==> src/rtl/fetch_queue_pkg.sv <==
// Shared definitions for the instruction fetch queue: word width, bubble word,
// instruction field positions and default queue depth.
package fetch_queue_pkg;

  localparam int FQ_WORD  = 16;
  localparam int FQ_ENTRY = 2 * FQ_WORD;
  localparam int FQ_DEPTH = 4;

  localparam logic [FQ_WORD-1:0] FQ_NOP_WORD = 16'h2E00;

  localparam int FQ_OPC_MSB = 15;
  localparam int FQ_OPC_LSB = 12;
  localparam int FQ_RD_MSB  = 11;
  localparam int FQ_RD_LSB  = 8;

  function automatic logic [FQ_OPC_MSB-FQ_OPC_LSB:0] opcode_of(input logic [FQ_WORD-1:0] inst);
    return inst[FQ_OPC_MSB:FQ_OPC_LSB];
  endfunction

endpackage

==> src/rtl/fetch_fifo.sv <==
// Circular instruction queue holding {inst, pc} entries; flush empties it in one cycle.
module fetch_fifo
  import fetch_queue_pkg::*;
#(
  parameter int DEPTH = FQ_DEPTH
) (
  input  logic                   clk,
  input  logic                   reset,
  input  logic                   push,
  input  logic                   pop,
  input  logic                   flush,
  input  logic [FQ_ENTRY-1:0]    din,
  output logic [FQ_ENTRY-1:0]    dout,
  output logic                   full,
  output logic                   empty,
  output logic [$clog2(DEPTH):0] count
);

  localparam int AW = $clog2(DEPTH);

  logic [FQ_ENTRY-1:0] mem_r [DEPTH];
  logic [AW-1:0]       wr_ptr_r;
  logic [AW-1:0]       rd_ptr_r;
  logic [AW:0]         count_r;
  logic                do_push_s;
  logic                do_pop_s;

  assign full      = (count_r == (AW+1)'(DEPTH));
  assign empty     = (count_r == (AW+1)'(0));
  assign count     = count_r;
  assign dout      = mem_r[rd_ptr_r];
  assign do_push_s = push & ~full & ~flush;
  assign do_pop_s  = pop & ~empty & ~flush;

  // Entry storage: contents are only meaningful between the pointers, so no reset.
  always_ff @(posedge clk) begin
    if (do_push_s) begin
      mem_r[wr_ptr_r] <= din;
    end
  end

  // Pointer and occupancy bookkeeping; pointers wrap naturally since DEPTH is a power of two.
  always_ff @(posedge clk or negedge reset) begin
    if (!reset) begin
      wr_ptr_r <= AW'(0);
      rd_ptr_r <= AW'(0);
      count_r  <= (AW+1)'(0);
    end else if (flush) begin
      wr_ptr_r <= AW'(0);
      rd_ptr_r <= AW'(0);
      count_r  <= (AW+1)'(0);
    end else begin
      if (do_push_s) begin
        wr_ptr_r <= wr_ptr_r + AW'(1);
      end
      if (do_pop_s) begin
        rd_ptr_r <= rd_ptr_r + AW'(1);
      end
      case ({do_push_s, do_pop_s})
        2'b10:   count_r <= count_r + (AW+1)'(1);
        2'b01:   count_r <= count_r - (AW+1)'(1);
        default: count_r <= count_r;
      endcase
    end
  end

endmodule

==> src/rtl/fetch_queue.sv <==
// Instruction fetch front end: issues sequential reads, tracks the single in-flight
// return, squashes it on redirect and feeds decode from a small queue.
module fetch_queue
  import fetch_queue_pkg::*;
#(
  parameter int                  DEPTH    = FQ_DEPTH,
  parameter logic [FQ_WORD-1:0]  NOP_WORD = FQ_NOP_WORD
) (
  input  logic               clk,
  input  logic               reset,
  input  logic               redirect,
  input  logic [FQ_WORD-1:0] redirect_pc,
  input  logic               stall,
  input  logic               halt,
  output logic               imem_req,
  output logic [FQ_WORD-1:0] imem_addr,
  input  logic [FQ_WORD-1:0] imem_data,
  output logic [FQ_WORD-1:0] inst_out,
  output logic [FQ_WORD-1:0] pc_out
);

  localparam int CW = $clog2(DEPTH) + 1;

  logic [CW-1:0]       count_s;
  logic                full_s;
  logic                empty_s;
  logic [FQ_ENTRY-1:0] head_s;
  logic [FQ_WORD-1:0]  fetch_pc_r;
  logic [FQ_WORD-1:0]  inflight_pc_r;
  logic                inflight_r;
  logic [CW:0]         occupancy_s;
  logic                room_s;
  logic                req_s;
  logic                push_s;
  logic                pop_s;

  // A request is only issued if its return is guaranteed a free slot.
  assign occupancy_s = {1'b0, count_s} + {{CW{1'b0}}, inflight_r};
  assign room_s      = (occupancy_s < (CW+1)'(DEPTH));
  assign req_s       = reset & ~halt & ~redirect & room_s;
  assign push_s      = inflight_r & ~redirect & ~full_s;
  assign pop_s       = ~redirect & ~stall & ~empty_s;

  assign imem_req  = req_s;
  assign imem_addr = fetch_pc_r;

  fetch_fifo #(
    .DEPTH (DEPTH)
  ) u_fifo (
    .clk   (clk),
    .reset (reset),
    .push  (push_s),
    .pop   (pop_s),
    .flush (redirect),
    .din   ({imem_data, inflight_pc_r}),
    .dout  (head_s),
    .full  (full_s),
    .empty (empty_s),
    .count (count_s)
  );

  // Fetch address and in-flight tracking.
  always_ff @(posedge clk or negedge reset) begin
    if (!reset) begin
      fetch_pc_r    <= 16'h0000;
      inflight_pc_r <= 16'h0000;
      inflight_r    <= 1'b0;
    end else begin
      inflight_r <= req_s;
      if (redirect) begin
        fetch_pc_r <= redirect_pc;
      end else if (req_s) begin
        inflight_pc_r <= fetch_pc_r;
        fetch_pc_r    <= fetch_pc_r + 16'h0001;
      end else begin
        fetch_pc_r <= fetch_pc_r;
      end
    end
  end

  // Decode-side output register: bubbles carry NOP_WORD with pc_out held.
  always_ff @(posedge clk or negedge reset) begin
    if (!reset) begin
      inst_out <= NOP_WORD;
      pc_out   <= 16'h0000;
    end else if (redirect || stall) begin
      inst_out <= NOP_WORD;
    end else if (!empty_s) begin
      inst_out <= head_s[FQ_ENTRY-1:FQ_WORD];
      pc_out   <= head_s[FQ_WORD-1:0];
    end else begin
      inst_out <= NOP_WORD;
    end
  end

endmodule

==> config.mk <==
export PLATFORM = sky130hd
export DESIGN_NAME = fetch_queue
export DESIGN_NICKNAME = d
export VERILOG_FILES = /design/src/rtl/fetch_queue_pkg.sv /design/src/rtl/fetch_fifo.sv /design/src/rtl/fetch_queue.sv
export SDC_FILE = /design/constraint.sdc
export NUM_CORES = 1
export LEC_CHECK = 0
export CORE_MARGIN = 1
export CORE_UTILIZATION = 23
export DETAILED_ROUTE_END_ITERATION = 6
export GPL_ROUTABILITY_DRIVEN = 1
export PLACE_DENSITY = 0.42
export SYNTH_ARGS = -nofsm -noshare
export SYNTH_HDL_FRONTEND = slang
export SYNTH_SLANG_ARGS = --single-unit
==> constraint.sdc <==
create_clock -name clk -period 2.3 [get_ports clk]
set_clock_uncertainty 0.05 [all_clocks]
set_input_delay 0.23 -clock clk [delete_from_list [all_inputs] [get_ports clk]]
set_output_delay 0.23 -clock clk [all_outputs]
set_load 0.01 [all_outputs]
# --- After elaboration in Yosys (flattened, before gate mapping) ---
# Memories as Yosys holds them, arrays and structs flattened.
# Index checks and enable logic that the tools add are counted.
word_totals:
  reg_bits: 72
  mem_bits_rw: 128
  in_bits: 37
  out_inout_bits: 49
  word_cells: 56
  n_memories: 1
classes:
  n_addsub: 6
  n_lt_le_gt_ge: 1
  eq_ne: 3
  mux: 12
  bitwise: 17
  n_reduce_logical: 8
memory_table:
  columns: ["name", "depth", "word_bits", "read_ports", "rd_clocked_by_memory_dff", "write_ports", "line_no", "text"]
  rows:
  - ["u_fifo.mem_r", 4, 32, 1, 0, 1, "fetch_fifo.sv:21", "logic [FQ_ENTRY-1:0] mem_r [DEPTH];"]
ops:
  columns: ["operator", "n"]
  rows:
  - ["$mux 16", 4]
  - ["$add 16x1->16 const B", 1]
  - ["$and 1x1->1", 11]
  - ["$mux 2", 4]
  - ["$not 1->1", 6]
  - ["$pmux 3 s2", 1]
  - ["$reduce_bool 2->1", 3]
  - ["$add 2x1->2 const B", 2]
  - ["$add 3x1->4", 1]
  - ["$lt 4x3->1 const B", 1]
  - ["$reduce_and 2->1", 2]
  - ["$add 3x1->3 const B", 1]
  - ["$eq 3x3->1 const B", 1]
  - ["$logic_not 3->1", 1]
  - ["$mux 3", 1]
  - ["$reduce_bool 3->1", 1]
  - ["$sub 3x1->3 const B", 1]
  - ["$eq 2x1->1 const B", 1]
  - ["$eq 2x2->1 const B", 1]
  - ["$mux 1", 2]
  - ["$logic_or 1x1->1", 1]

# --- Depth between registers and ports, before layout ---
# Gate-level depths: netlist of run 1.
depth:
  word_depth: 8
  depth_mapped: 9

# --- By module ---
# A second synthesis of run 1 with hierarchy kept.
unflattened:
  cells_unflattened: 481
  area_unflattened_um2: 7892.6
by_module_without_submodules:
  columns: ["mod", "n_inst", "cells_each", "area_per_inst_um2", "seq_area_each_um2"]
  rows:
  - ["fetch_fifo", 1, 232, 5178.7, 4018.9]
  - ["fetch_queue", 1, 249, 2713.9, 1631.6]

# --- Worst setup path before layout of run 1 ---
# No wires, ideal clock.
synth_timing:
  kind: "register to register"
  startpoint: "reg u_fifo.count_r[0], in the netlist u_fifo.count[0]"
  endpoint: "mem u_fifo.mem_r[0][0] (netlist name), enable pin"
  setup_ps: 392
  arrival_time_ps: 1902
  required_ps: 1858
  path_slack_ps: -44
  path_stages_with_launch: 6
  path_buffers: 1
  period_less_slack_ps: 2344
  cell_sequence: "dfrtp_1 -> clkbuf_1 -> nor2_1 -> a21bo_1 -> nor2_1 -> and2_1"
synth_via:
  elab_chain_len: 7
synth_rtl:
  columns: ["item", "line_no", "text"]
  rows:
  - ["start, declared", "fetch_fifo.sv:24", "logic [AW:0] count_r;"]
  - ["start signal, assigned", "fetch_fifo.sv:47", "count_r <= (AW+1)'(0);"]
  - ["start signal, assigned", "fetch_fifo.sv:51", "count_r <= (AW+1)'(0);"]
  - ["start signal, assigned", "fetch_fifo.sv:60", "2'b10: count_r <= count_r + (AW+1)'(1);"]
  - ["$eq 3x3->1 *", "fetch_fifo.sv:28", "assign full = (count_r == (AW+1)'(DEPTH));"]
  - ["$not 1->1 *", "fetch_fifo.sv:32, fetch_queue.sv:41", null]
  - ["$and 1x1->1", "fetch_queue.sv:41", "assign push_s = inflight_r & ~redirect & ~full_s;"]
  - ["$and 1x1->1 * (2 in a row)", "fetch_fifo.sv:32", "assign do_push_s = push & ~full & ~flush;"]
  - ["$mux 1 *", "fetch_fifo.sv:37", "if (do_push_s) begin"]
  - ["$mux 1 (not written as such) *", "fetch_fifo.sv:38", "mem_r[wr_ptr_r] <= din;"]
  - ["end, declared", "fetch_fifo.sv:21", null]
# Mark *: on every way between the ends. The rest lies on a longest branch, timed or not.

# --- Final worst setup path of run 1 ---
layout_timing:
  startpoint: "reg u_fifo.count_r[0], in the netlist u_fifo.count[0]"
  endpoint: "mem u_fifo.mem_r[2][10] (netlist name), enable pin"
# Same word-level chain as after synthesis.

==> summary.txt, run 1 <==
STA
  • Final worst slack: 0.2504 ns
  • RSZ-0062 raised after global routing: false
  • Rel. slew slack: 54.16%
  • Fin Hold WS: 0.2808 ns
  • Pins Over Slew Limit: 0
  • Fmax: 0.4879 GHz
  • Hold Fails Final Rpt: 0
  • Slew @ Worst Pin: 0.6876 ns
  • Period Utilization, post-route: 89.11%
  • Final Setup Violations: 0
  • Fin crit period: 2.050 ns

Pwr
  • Leakage: 3.687 nW
  • Psw: 0.001981 W
  • Power density over the cells: 803.8 mW/mm^2
  • Internal power: 0.006153 W
  • Worst VDD drop: 0.4939 mV
  • Total power: 0.008134 W
  • Sequential power share: 53.0%
  • Gate power share: 11.0%
  • Clk pwr share: 36.0%
  • Sw Share: 24.36%

Clock network
  • Root Driver: clkbuf_16
  • CTS buffer count: 17
  • Max H-tree Level: 4
  • CTS tree: done
  • Clock transition at path regs: 0.08 ns
  • CTS sink cnt: 200
  • Bufs on Longest Clock Path: 2
  • Worst-skew pair later-pin latency: 0.42 ns

Finish
  • Fraction of layout cells with a size suffix above 1: 22.63%
  • Most common cell after layout, fill and taps aside: edfxtp_1
  • Layout fillers: 3350
  • Final non-filler cell total: 1049
  • Final nets: 631
  • ANT cells: 0
  • Leading cell types in the layout, fill and taps excluded: 128 x edfxtp_1, 82 x clkdlybuf4s50_1, 65 x dfrtp_1, 60 x nand2_1, 32 x mux4_2
  • Final Instance Area: 0.01012 sq mm
  • Area Growth Syn to Fin: 28.79%

Worst setup path
  • CP Class: register to register
  • R2r worst-path depth: 5
  • WP data required: 2.39 ns
  • Crit path launch: u_fifo.count[0]
  • CP Capture Point: u_fifo.mem_r[2][10]
  • Critical Path Fanout Max: 9
  • FF-to-FF setup slack: 0.25 ns
  • Worst flop-to-flop path endpoint: u_fifo.mem_r[2][10]
  • Arrival @ worst endpoint: 2.14 ns
  • Type of origin of the critical path: register
  • Critical path endpoint category: register
  • Crit Reg-Reg Startpoint: u_fifo.count[0]

Detailed routing
  • Total Wirelength: 18380 um
  • Wirelength per Cell: 17.52 um
  • DR vias: 4438
  • Routed vias/inst: 4.231
  • DR pass1 iterations: 4
  • DRT iter0 DRCs: 228
  • DRC viols: 0
  • Final ANT Viol Nets: 0

Floorplan
  • Starting Density: 23.43%
  • Die Wd: 186.8 um
  • Die area: 0.03491 sq mm
  • Rows: 67
  • Die height: 186.8 um
  • Core area: 0.03353 sq mm
  • I/O pin count: 86

Place
  • Post-DP Area: 0.009513 sq mm
  • Placed insts: 1015
  • Port Buffers: 85
  • Post-DP HPWL: 12340 um
  • Setup Slack @ Placement: -0.02114 ns
  • RD Place Congestion: 0.7245

Global route
  • Vias in the first global route: 4846
  • Initial antenna violation count: 0
  • Remaining global-route overflow: 0
  • First-pass GRT wire length: 28900 um
  • All-layer global routing usage: 10.99%
  • Largest net degree at the start of global routing: 44

Synth
  • Synthesized flop and latch total: 200
  • Syn Inst Count: 475
  • Number of synthesized flops with an enable pin: 128
  • Main synth FF type: edfxtp_1
  • Register area share after synthesis: 71.91%
  • Post-Syn Area: 0.007858 sq mm
  • YS warnings: 0
  • Yosys cell types: 50
  • Yosys top cell area share: 48.92%
  • Synthesized area per cell: 16.54 sq um
  • Syn nets: 518
  • Post-synth top area cell: edfxtp_1
  • Asr flop ratio synth: 36.00%
  • Synth top area cells: edfxtp_1 49%, dfrtp_1 22%, mux4_2 9.2%, nand2_1 2.9%, mux2_2 2.3%

Outcome
  • Outcome: complete, no violations

Run
  • Max Cap Viol: 0

Worst hold path
  • Worst Hold Class: input port to async pin
[timing repair]
item | CTS | global route
pin swaps | 0 | 0
hold endpoints to repair | 25 | 0
hold buffers | 1 | 0
resized for setup | 2 | 2
gates cloned | 0 | 0
buffers inserted | 1 | 0
setup endpoints to repair | 1 | 1
[Yosys cell counts (4+ instances only)]
library cell and number:
edfxtp_1 128, dfrtp_1 68, nand2_1 61, mux4_2 32, and3_1 17, mux2_2 16, nand3_1 15, buf_2 12
nor2_1 12, clkbuf_1 11, o21ai_0 10, a21oi_1 7, a221o_1 6, nor3_1 6, ha_1 5, inv_1 5
and2_1 4, dfstp_2 4, nand4_1 4, o211ai_1 4, o311ai_0 4, or2_2 4, or3_1 4, xor2_1 4
[layer usage]
metal,track usage [%],up-vias,part of all wire (%)
met5,0,-,0
met4,3.373,0,1.1
met3,2.289,13,3.5
met2,19.32,80,52
met1,13.47,2300,43
li1,-,2045,-
[sequential cells by signal (all words and copies together) (netlist names)]
| signal | count |
|---|---|
| imem_addr | 16 |
| u_fifo.wr_ptr_r | 2 |
| pc_out | 16 |
| inflight_r | 1 |
| inst_out | 16 |
| u_fifo.count | 3 |
| inflight_pc_r | 16 |
| u_fifo.mem_r | 128 |
| u_fifo.rd_ptr_r | 2 |
[layout make-up]
class,count,area (sq um),area share (%)
clock buffers,17,425.4,4.204
clock inverters,15,158.9,1.570
inverters,6,22.52,0.2226
multi-input cells,243,2071,20.46
flip-flops and latches,200,5654,55.87
well taps,448,560.5,5.539
repair buffers,120,1227,12.13
[power by group through the flow]
stage / Sequential [W] / Combinational (W) / Clock [W]
after detailed placement: 0.00440 / 0.000912 / 0
final: 0.00431 / 0.000892 / 0.00293
after floorplan: 0.00438 / 0.000317 / 0
after global routing: 0.00435 / 0.000978 / 0.00316
after CTS: 0.00432 / 0.000919 / 0.00303
after global placement: 0.00438 / 0.000907 / 0
[worst min path at each step]
stage                from      endpoint  slack (ns)  depth (start not counted)
floorplan           reset  imem_addr[0]       -0.12                          0
global placement    reset  imem_addr[5]        0.03                          1
detailed placement  reset  imem_addr[5]        0.03                          1
CTS                 reset  imem_addr[1]        0.31                          2
global route        reset  imem_addr[1]        0.30                          2
finish              reset  imem_addr[1]        0.28                          2
[kinds of logic after synthesis]
family	count (synthesis)	synth area share, %
buffers and inverters	32	1.831
flip-flops	200	71.91
multiplexers	49	11.59
XOR/XNOR	5	0.5573
adder cells (fa/ha/maj)	6	1.051
AO/OA/AOI/OAI	43	3.885
AND/OR/NAND/NOR	140	9.172
[per-stage QoR]
stage / utilization (%) / setup TNS, ns
after global placement: 28.37 / -0.03179
after global routing: 30.18 / 0
after floorplan: - / 0
final: 30.18 / 0
after CTS: 30.16 / 0
after detailed placement: 28.37 / -0.03478
[critical path: stages, from the launching register on]
cell	delay [ns]
dfrtp_1	0.53
nor2_1	0.12
a21bo_1	0.29
nor2_1	0.20
and2_2	0.35
buf_4	0.21
Power figures use the tool's default switching activity.
==> inputs of run 2 (changes only) <==
Settings changed: GPL_TIMING_DRIVEN set to 0.
==> summary.txt, run 2 (synthesized netlist as in run 1, its figures left out) <==
Pwr
  • Internal power: 0.006261 W
  • Clk pwr share: 35.9%
  • Power density over the cells: 792.7 mW/mm^2
  • Worst VDD drop: 0.4935 mV
  • Gate power share: 11.4%
  • Psw: 0.001912 W
  • Sw Share: 23.39%
  • Sequential power share: 52.6%
  • Leakage: 3.739 nW

Floorplan
  • Die height: 186.8 um
  • Starting Density: 23.43%
  • Die Wd: 186.8 um
  • Core area: 0.03353 sq mm
  • Rows: 67
  • I/O pin count: 86
  • Die area: 0.03491 sq mm

Worst setup path
  • Crit path launch: reset
  • R2r worst-path depth: 9
  • Stages on the worst setup path: 9
  • Crit path top cell by count: buf_6
  • Arrival @ worst endpoint: 1.92 ns
  • Critical path endpoint category: output port
  • CP max stage delay: 0.54 ns
  • Worst-path cell chain: dlygate4sd3_1 > buf_6 > buf_16 > nor4b_4 > nand2_1 > inv_2 > buf_6 > buf_8 > buf_2
  • Top delay family on crit path: buffers and inverters
  • WP data required: 2.02 ns
  • Critical Path Fanout Max: 11
  • CP Class: input port to output port
  • Worst flop-to-flop path endpoint: u_fifo.count[2]
  • CP Buf/Inv Count: 7
  • Crit Reg-Reg Startpoint: u_fifo.count[2]
  • CP Capture Point: imem_req
  • Slowest cell on crit path: dlygate4sd3_1
  • FF-to-FF setup slack: 0.13 ns
  • Type of origin of the critical path: input port

Clock network
  • Max H-tree Level: 4
  • Bufs on Longest Clock Path: 2
  • Clock transition at path regs: 0.06 ns
  • CTS buffer count: 17
  • Root Driver: clkbuf_16
  • CTS tree: done
  • CTS sink cnt: 200
  • Worst-skew pair later-pin latency: 0.43 ns

STA
  • Final Setup Violations: 0
  • Hold Fails Final Rpt: 0
  • RSZ-0062 raised after global routing: false
  • Period Utilization, post-route: 95.60%
  • Fin crit period: 2.199 ns
  • Fmax: 0.4548 GHz
  • Fin Hold WS: 0.1007 ns
  • TNS Setup: 0 ns
  • Rel. slew slack: 46.96%
  • Slew @ Worst Pin: 0.7956 ns
  • Pins Over Slew Limit: 0

Detailed routing
  • DR vias: 4572
  • DRC viols: 0
  • Final ANT Viol Nets: 0
  • Top sig layer: met4
  • Routed vias/inst: 4.301
  • Routed wl met3: 685 um
  • Metal2 WL: 9849 um
  • Total Wirelength: 19670 um
  • Wirelength per Cell: 18.51 um
  • DRT iter0 DRCs: 283
  • Wl on met1: 8708 um
  • DR pass1 iterations: 6

Finish
  • Layout fillers: 3356
  • Fraction of layout cells with a size suffix above 1: 22.93%
  • Footprint of the multi-input gates: 0.002140 sq mm
  • Leading cell types in the layout, fill and taps excluded: 128 x edfxtp_1, 81 x clkdlybuf4s50_1, 68 x dfrtp_1, 60 x nand2_1, 32 x mux4_2
  • Final Instance Area: 0.01031 sq mm
  • Register Area: 0.005650 sq mm
  • Most common cell after layout, fill and taps aside: edfxtp_1
  • Final nets: 645
  • Area Growth Syn to Fin: 31.21%
  • Max FFs per register: 128
  • Final non-filler cell total: 1063
  • Top reg by flops: u_fifo.mem_r
  • ANT cells: 0

Worst hold path
  • Worst Hold Class: input port to register

Global route
  • Initial antenna violation count: 0
  • Vias in the first global route: 4809
  • Remaining global-route overflow: 0
  • All-layer global routing usage: 11.81%
  • First-pass GRT wire length: 30370 um
  • Largest net degree at the start of global routing: 43

Place
  • Post-DP HPWL: 12100 um
  • RD Place Congestion: 0.7353
  • Post-DP Area: 0.009279 sq mm
  • Placed insts: 1007
  • Port Buffers: 83

Run
  • Max Cap Viol: 0

Outcome
  • Outcome: complete, no violations
[run 2: cell types whose count changed in the layout (fill, tap and decap cells not counted), moves of 3 or more]
cell and delta:
buf_4 -21, buf_2 +10, inv_6 -3, buf_12 +5, and2_4 +8, buf_6 +3, clkbuf_1 +11, inv_8 -3
and2_2 -4, dfrtp_2 -3, clkbuf_8 +4, dfrtp_1 +3
[run 2: how the worst min path moves through the flow]
stage / from / to / depth (start not counted)
floorplan: reset / imem_addr[0] / 0
global placement: pc_out[14] / pc_out[14] / 1
detailed placement: reset / inst_out[4] / 1
CTS: redirect / imem_addr[8] / 3
global route: redirect / imem_addr[8] / 3
finish: redirect / imem_addr[8] / 3
[run 2: area by class of cell]
type / count / area share, %
inverters: 6 / 0.2184
multi-input cells: 247 / 20.75
well taps: 448 / 5.437
plain buffers: 26 / 1.517
clock inverters: 8 / 0.5218
repair buffers: 104 / 11.57
clock buffers: 24 / 5.182
flip-flops and latches: 200 / 54.81
[run 2: power by group through the flow]
stage                     clock network, W  logic [W]  registers (W)
after global placement                   0   0.000886        0.00437
after floorplan                          0   0.000317        0.00438
after global routing               0.00315    0.00101        0.00434
final                              0.00294   0.000933        0.00430
after CTS                          0.00302   0.000942        0.00431
after detailed placement                 0   0.000901        0.00439
[run 2: timing repair]
item                       in CTS  in global routing
pin swaps                       6                  6
cloned                          4                  0
hold endpoints to repair       26                  0
setup endpoints to repair     141                130
hold buffers                    5                  0
buffers inserted                3                 12
gates resized for setup        28                  5
[run 2: layer usage]
metal  vias to the layer above  global-route usage [%]
met2                        94                   19.49
li1                       2081                       -
met3                        24                   2.664
met1                      2373                   14.91
met4                         0                   4.950
met5                         -                       0
[run 2: per-stage QoR]
stage          power [W]  setup slack (ns)  utilization (%)
4_1_cts         0.008272           0.01401            30.02
6_report        0.008173            0.1013            30.75
3_5_place_dp    0.005287           -0.7516            27.67
3_3_place_gp    0.005255            -3.616            27.60
5_1_grt         0.008502           0.01716            30.75
2_1_floorplan   0.004701           0.02480                -
[run 2: tightest hold or removal path: cells and delay by family]
family	cells	cell delay [ns]
AO/OA/AOI/OAI	1	0.12
buffers and inverters	1	0.14
AND/OR/NAND/NOR	1	0.05
==> inputs of run 3 (changes only) <==
Settings changed: ABC_CLOCK_PERIOD_IN_PS set to 2300, SLEW_MARGIN set to 20.
==> results of run 3 <==
Final layout, timing and power as in run 2 (identical DEF).
==> RTL edit 1 (flow settings as in run 1) <==
Make the reset (`reset`) synchronous in 3 clocked blocks.
--- a/src/rtl/fetch_fifo.sv
+++ b/src/rtl/fetch_fifo.sv
@@ -41,5 +41,5 @@
 
   // Pointer and occupancy bookkeeping; pointers wrap naturally since DEPTH is a power of two.
-  always_ff @(posedge clk or negedge reset) begin
+  always_ff @(posedge clk) begin
     if (!reset) begin
       wr_ptr_r <= AW'(0);
--- a/src/rtl/fetch_queue.sv
+++ b/src/rtl/fetch_queue.sv
@@ -61,5 +61,5 @@
 
   // Fetch address and in-flight tracking.
-  always_ff @(posedge clk or negedge reset) begin
+  always_ff @(posedge clk) begin
     if (!reset) begin
       fetch_pc_r    <= 16'h0000;
@@ -80,5 +80,5 @@
 
   // Decode-side output register: bubbles carry NOP_WORD with pc_out held.
-  always_ff @(posedge clk or negedge reset) begin
+  always_ff @(posedge clk) begin
     if (!reset) begin
       inst_out <= NOP_WORD;
Function: differs if reset is asserted again (counterexample within 4 cycles, from zero or initial values and one cycle with reset low); with reset held inactive, the same outputs for 4 cycles.
==> RTL edit 1 against run 1 <==
Synthesized area fell by 4.9%. First-iteration DRC count fell by 38%. Worst setup slack got worse by 0.16 ns. Via count rose by 1.9%. Hold slack got worse by 0.022 ns. Cell area fell by 2.4%. Die area fell by 4.8%. Sequential cell count rose by 2. Routed wire length fell by 4.0%. Critical path type is now primary input to output port. Critical endpoint is now imem_req. Highest routed layer unchanged.
Power is not compared: it rests on default switching activity, and its combinational part moved more than twofold at a synthesized area within 25%.
==> RTL edit 1: results <==
[outcome]
status = "completed"

[global_route]
grt_pass1_wl_um = 27600
track_usage = 0.108
grt_max_degree = 47

[worst_setup_path]
critPathLaunch = "redirect"
cp_max_fo = 20
rr_startpoint = "u_fifo.count[2]"

[finish]
fillCellCount = 3181
layout-drive-gt1-share = 0.171
final_cells = 1071

[sta]
tightest_slew_ns = 0.551

[yosys]
seq_area_frac_synth = 0.712
yosysUniqueCellTypes = 37
async_flop_share = 0
ys_top_cells_by_count = "edfxtp_1 (128), nand2_1 (82), dfxtp_1 (74)"
syn_inst = 504
synth_nets = 548

[cts]
cts_max_level = 1
clock_latency_ns = 0.51
path_clk_slew_ns = 0.06
cts-buffers-inserted = 24
ctsLongestPathBuffers = 3
cts_setup_buffers = 0

[detailed_routing]
avgRoutedWirePerCell_um = 16.5
vias = 4522

[placement]
dp.cells = 1027
globalplace.congestion = 0.767
dpl.hpwl_um = 11200

[worst_hold_path]
hold_path.class = "primary input to flop"
## RTL edit 1: changes by cell type after synthesis, moves of 8 or more
cell / run 1 / this run
dfrtp_1: 68 / 0
nand2_1: 61 / 82
dfxtp_1: 0 / 74
mux2_2: 16 / 0
clkbuf_1: 11 / 19
a21oi_1: 7 / 49
## RTL edit 1: critical path, cell delays in order
cell             delay (ns)
clkdlybuf4s50_1        0.46
buf_6                  0.19
nor4b_4                0.27
nand2_2                0.11
clkinv_4               0.11
clkdlybuf4s50_1        0.55
## RTL edit 1: per-layer routing
metal | track usage | wire (um) | vias to the layer above | part of all wire
met2 | 0.178 | 8370 | 110 | 0.47
met4 | 0.0303 | 288 | 0 | 0.016
li1 | - | - | 2121 | -
met1 | 0.144 | 8110 | 2267 | 0.46
met3 | 0.0206 | 867 | 24 | 0.049
met5 | 0 | 0 | - | 0
## RTL edit 1: worst paths after layout
check / to / slack (ns) / cells past startpoint
setup / recovery: imem_req / 0.09 / 6
hold / removal: imem_addr[6] / 0.26 / 3
setup reg to reg: u_fifo.count[2] / 0.09 / 9
hold reg to reg: pc_out[13] / 0.40 / 2
## RTL edit 1: through the flow
step	cell area, um2	power [W]	worst slack, ns
after floorplan	7480	0.00407	0.00510
after global placement	9060	0.00425	-0.161
after detailed placement	9060	0.00425	-0.236
after CTS	9860	0.00804	0.0350
after global routing	9880	0.00821	-0.0273
final	9880	0.00791	0.0854
## RTL edit 1: area by class of cell
class	instances	share of cell area
Clock buffer	35	0.0682
Tap cell	435	0.0551
Inverter	12	0.00507
Sequential cell	202	0.540
Multi-Input combinational cell	265	0.204
Clock inverter	9	0.0123
Timing Repair Buffer	113	0.115
## RTL edit 1: cell families (layout without fill, tap and decap cells)
kind of cell	Yosys count	count (layout)	share of synthesized area
fa+ha+maj	7	7	0.0127
buf+inv	37	169	0.0198
xor+xnor	5	5	0.00586
simple gates	141	141	0.0894
flops	202	202	0.712
mux	32	32	0.0964
compound gates	80	80	0.0634
## RTL edit 1: repair_timing
item | 4_1_cts | 5_1_grt
resized for setup | 1 | 7
endpoints found under the setup margin | 1 | 2
hold buffers | 0 | 0
## RTL edit 1: power breakdown
part	internal (W)	switching, W	leakage, nW
clock	0.00236	0.00138	0.377
sequential	0.00387	0.0000349	1.76
combinational	0.000138	0.000133	1.07
total	0.00637	0.00155	3.20
==> RTL edit 2 (config.mk and constraints of run 1) <==
Without the edit above. Change the package constant `FQ_WORD` from 16 to 18.
--- a/src/rtl/fetch_queue_pkg.sv
+++ b/src/rtl/fetch_queue_pkg.sv
@@ -3,5 +3,5 @@
 package fetch_queue_pkg;
 
-  localparam int FQ_WORD  = 16;
+  localparam int FQ_WORD  = 18;
   localparam int FQ_ENTRY = 2 * FQ_WORD;
   localparam int FQ_DEPTH = 4;
Interface: changed (5 resized); port bits go from 86 to 96. No check against the original RTL was run, so the function may have changed too.
==> RTL edit 2 against run 1 <==
Sequential cell count is 24 higher. Routed wire length grew 13%. Power up 30%. Count of clock-buffer cells in the layout is 18 higher. Critical path depth shrank 1. Global-route usage decreased by 0.11 points. Synthesized cell count up 10%. Cell area up 13%. Worst setup slack worse by 0.16 ns. Synthesized area up 11%. Critical path type is now flop to output port. Critical endpoint is now imem_req.
==> RTL edit 2: results <==
[placement]
placed_cell_area_um2 = 10500
io_buffers = 95
dpl.hpwl_um = 13300
dp.cells = 1131
dpl_worst_slack_ns = -0.304
globalplace.congestion = 0.803

[finish]
final_cells = 1181
layout.nets = 697
layout-drive-gt1-share = 0.227
largest_reg_flops = 144
fillCellCount = 3690
diodes = 0

[detailed_routing]
wl_um = 20700
wl_met1_um = 9300
drt_iter0_drc = 302
met2_length_um = 9650
drt-pass1-iter-count = 5
vias = 5079
wl_met3_um = 1340

[yosys]
async_flop_share = 0.357
seq_area_frac_synth = 0.724
yosysUniqueCellTypes = 52
synth_edf_count = 144
synth_nets = 570
ys_top_cells_by_count = "edfxtp_1 (144), dfrtp_1 (76), nand2_1 (64)"
avgSynthCellArea_um2 = 16.7
yosys-top-cells-area = "edfxtp_1 (49%), dfrtp_1 (22%), mux4_2 (9.3%)"

[global_route]
gr-usage-met1 = 0.148
grt_pass1_wl_um = 32100
grt_max_degree = 47
track_usage = 0.109
met2_usage = 0.178
grt_util_met3 = 0.0232
grt_pass1_vias = 5384

[power]
p_clk_frac = 0.413
vdd_drop_max_mv = 0.486
powerClk_w = 0.00436
p_leak_nw = 4.17
power.share.sequential = 0.469
intPower_w = 0.00818

[outcome]
status = "completed"

[cts]
path_clk_slew_ns = 0.06
postCtsResizedCells = 5
cts-buffers-inserted = 26
cts_setup_buffers = 0
clock_latency_ns = 0.52
ctsLongestPathBuffers = 3
cts_max_level = 1

[worst_setup_path]
crit_slowest_cell = "or4b_4"
cp.arrival_ns = 1.92
crit_end = "imem_req"
critPathLaunch = "u_fifo.count[2]"
r2r_slack_ns = 0.1
cp_max_fo = 3
timing.rr.end = "imem_addr[15]"

[sta]
max_freq_ghz = 0.454
slew_headroom = 0.581
holdWs_ns = 0.280

[worst_hold_path]
hold_path.class = "primary input to flop"
## RTL edit 2: changes by cell type after synthesis, sizes merged, moves of 5 or more
cell,before,now
clkbuf,12,17
nand3,16,11
nor3b,2,7
edfxtp,128,144
dfrtp,68,76
## RTL edit 2: cell families (layout without fill, tap and decap cells)
logic type,count (synthesis),after routing,share of synthesized area
flops,224,224,0.724
fa+ha+maj,6,6,0.00944
simple gates,147,147,0.0840
compound gates,50,50,0.0438
buf+inv,37,184,0.0180
xor+xnor,4,4,0.00401
mux,55,55,0.117
## RTL edit 2: cell type report
| class | instances | area, um2 | area share |
|---|---|---|---|
| clock inverter | 13 | 190 | 0.0166 |
| clock buffer | 35 | 736 | 0.0642 |
| multi-input combinational | 262 | 2270 | 0.198 |
| tap | 511 | 639 | 0.0558 |
| sequential | 224 | 6330 | 0.553 |
| timing repair buffer | 129 | 1270 | 0.111 |
| inverter | 7 | 26.3 | 0.00229 |
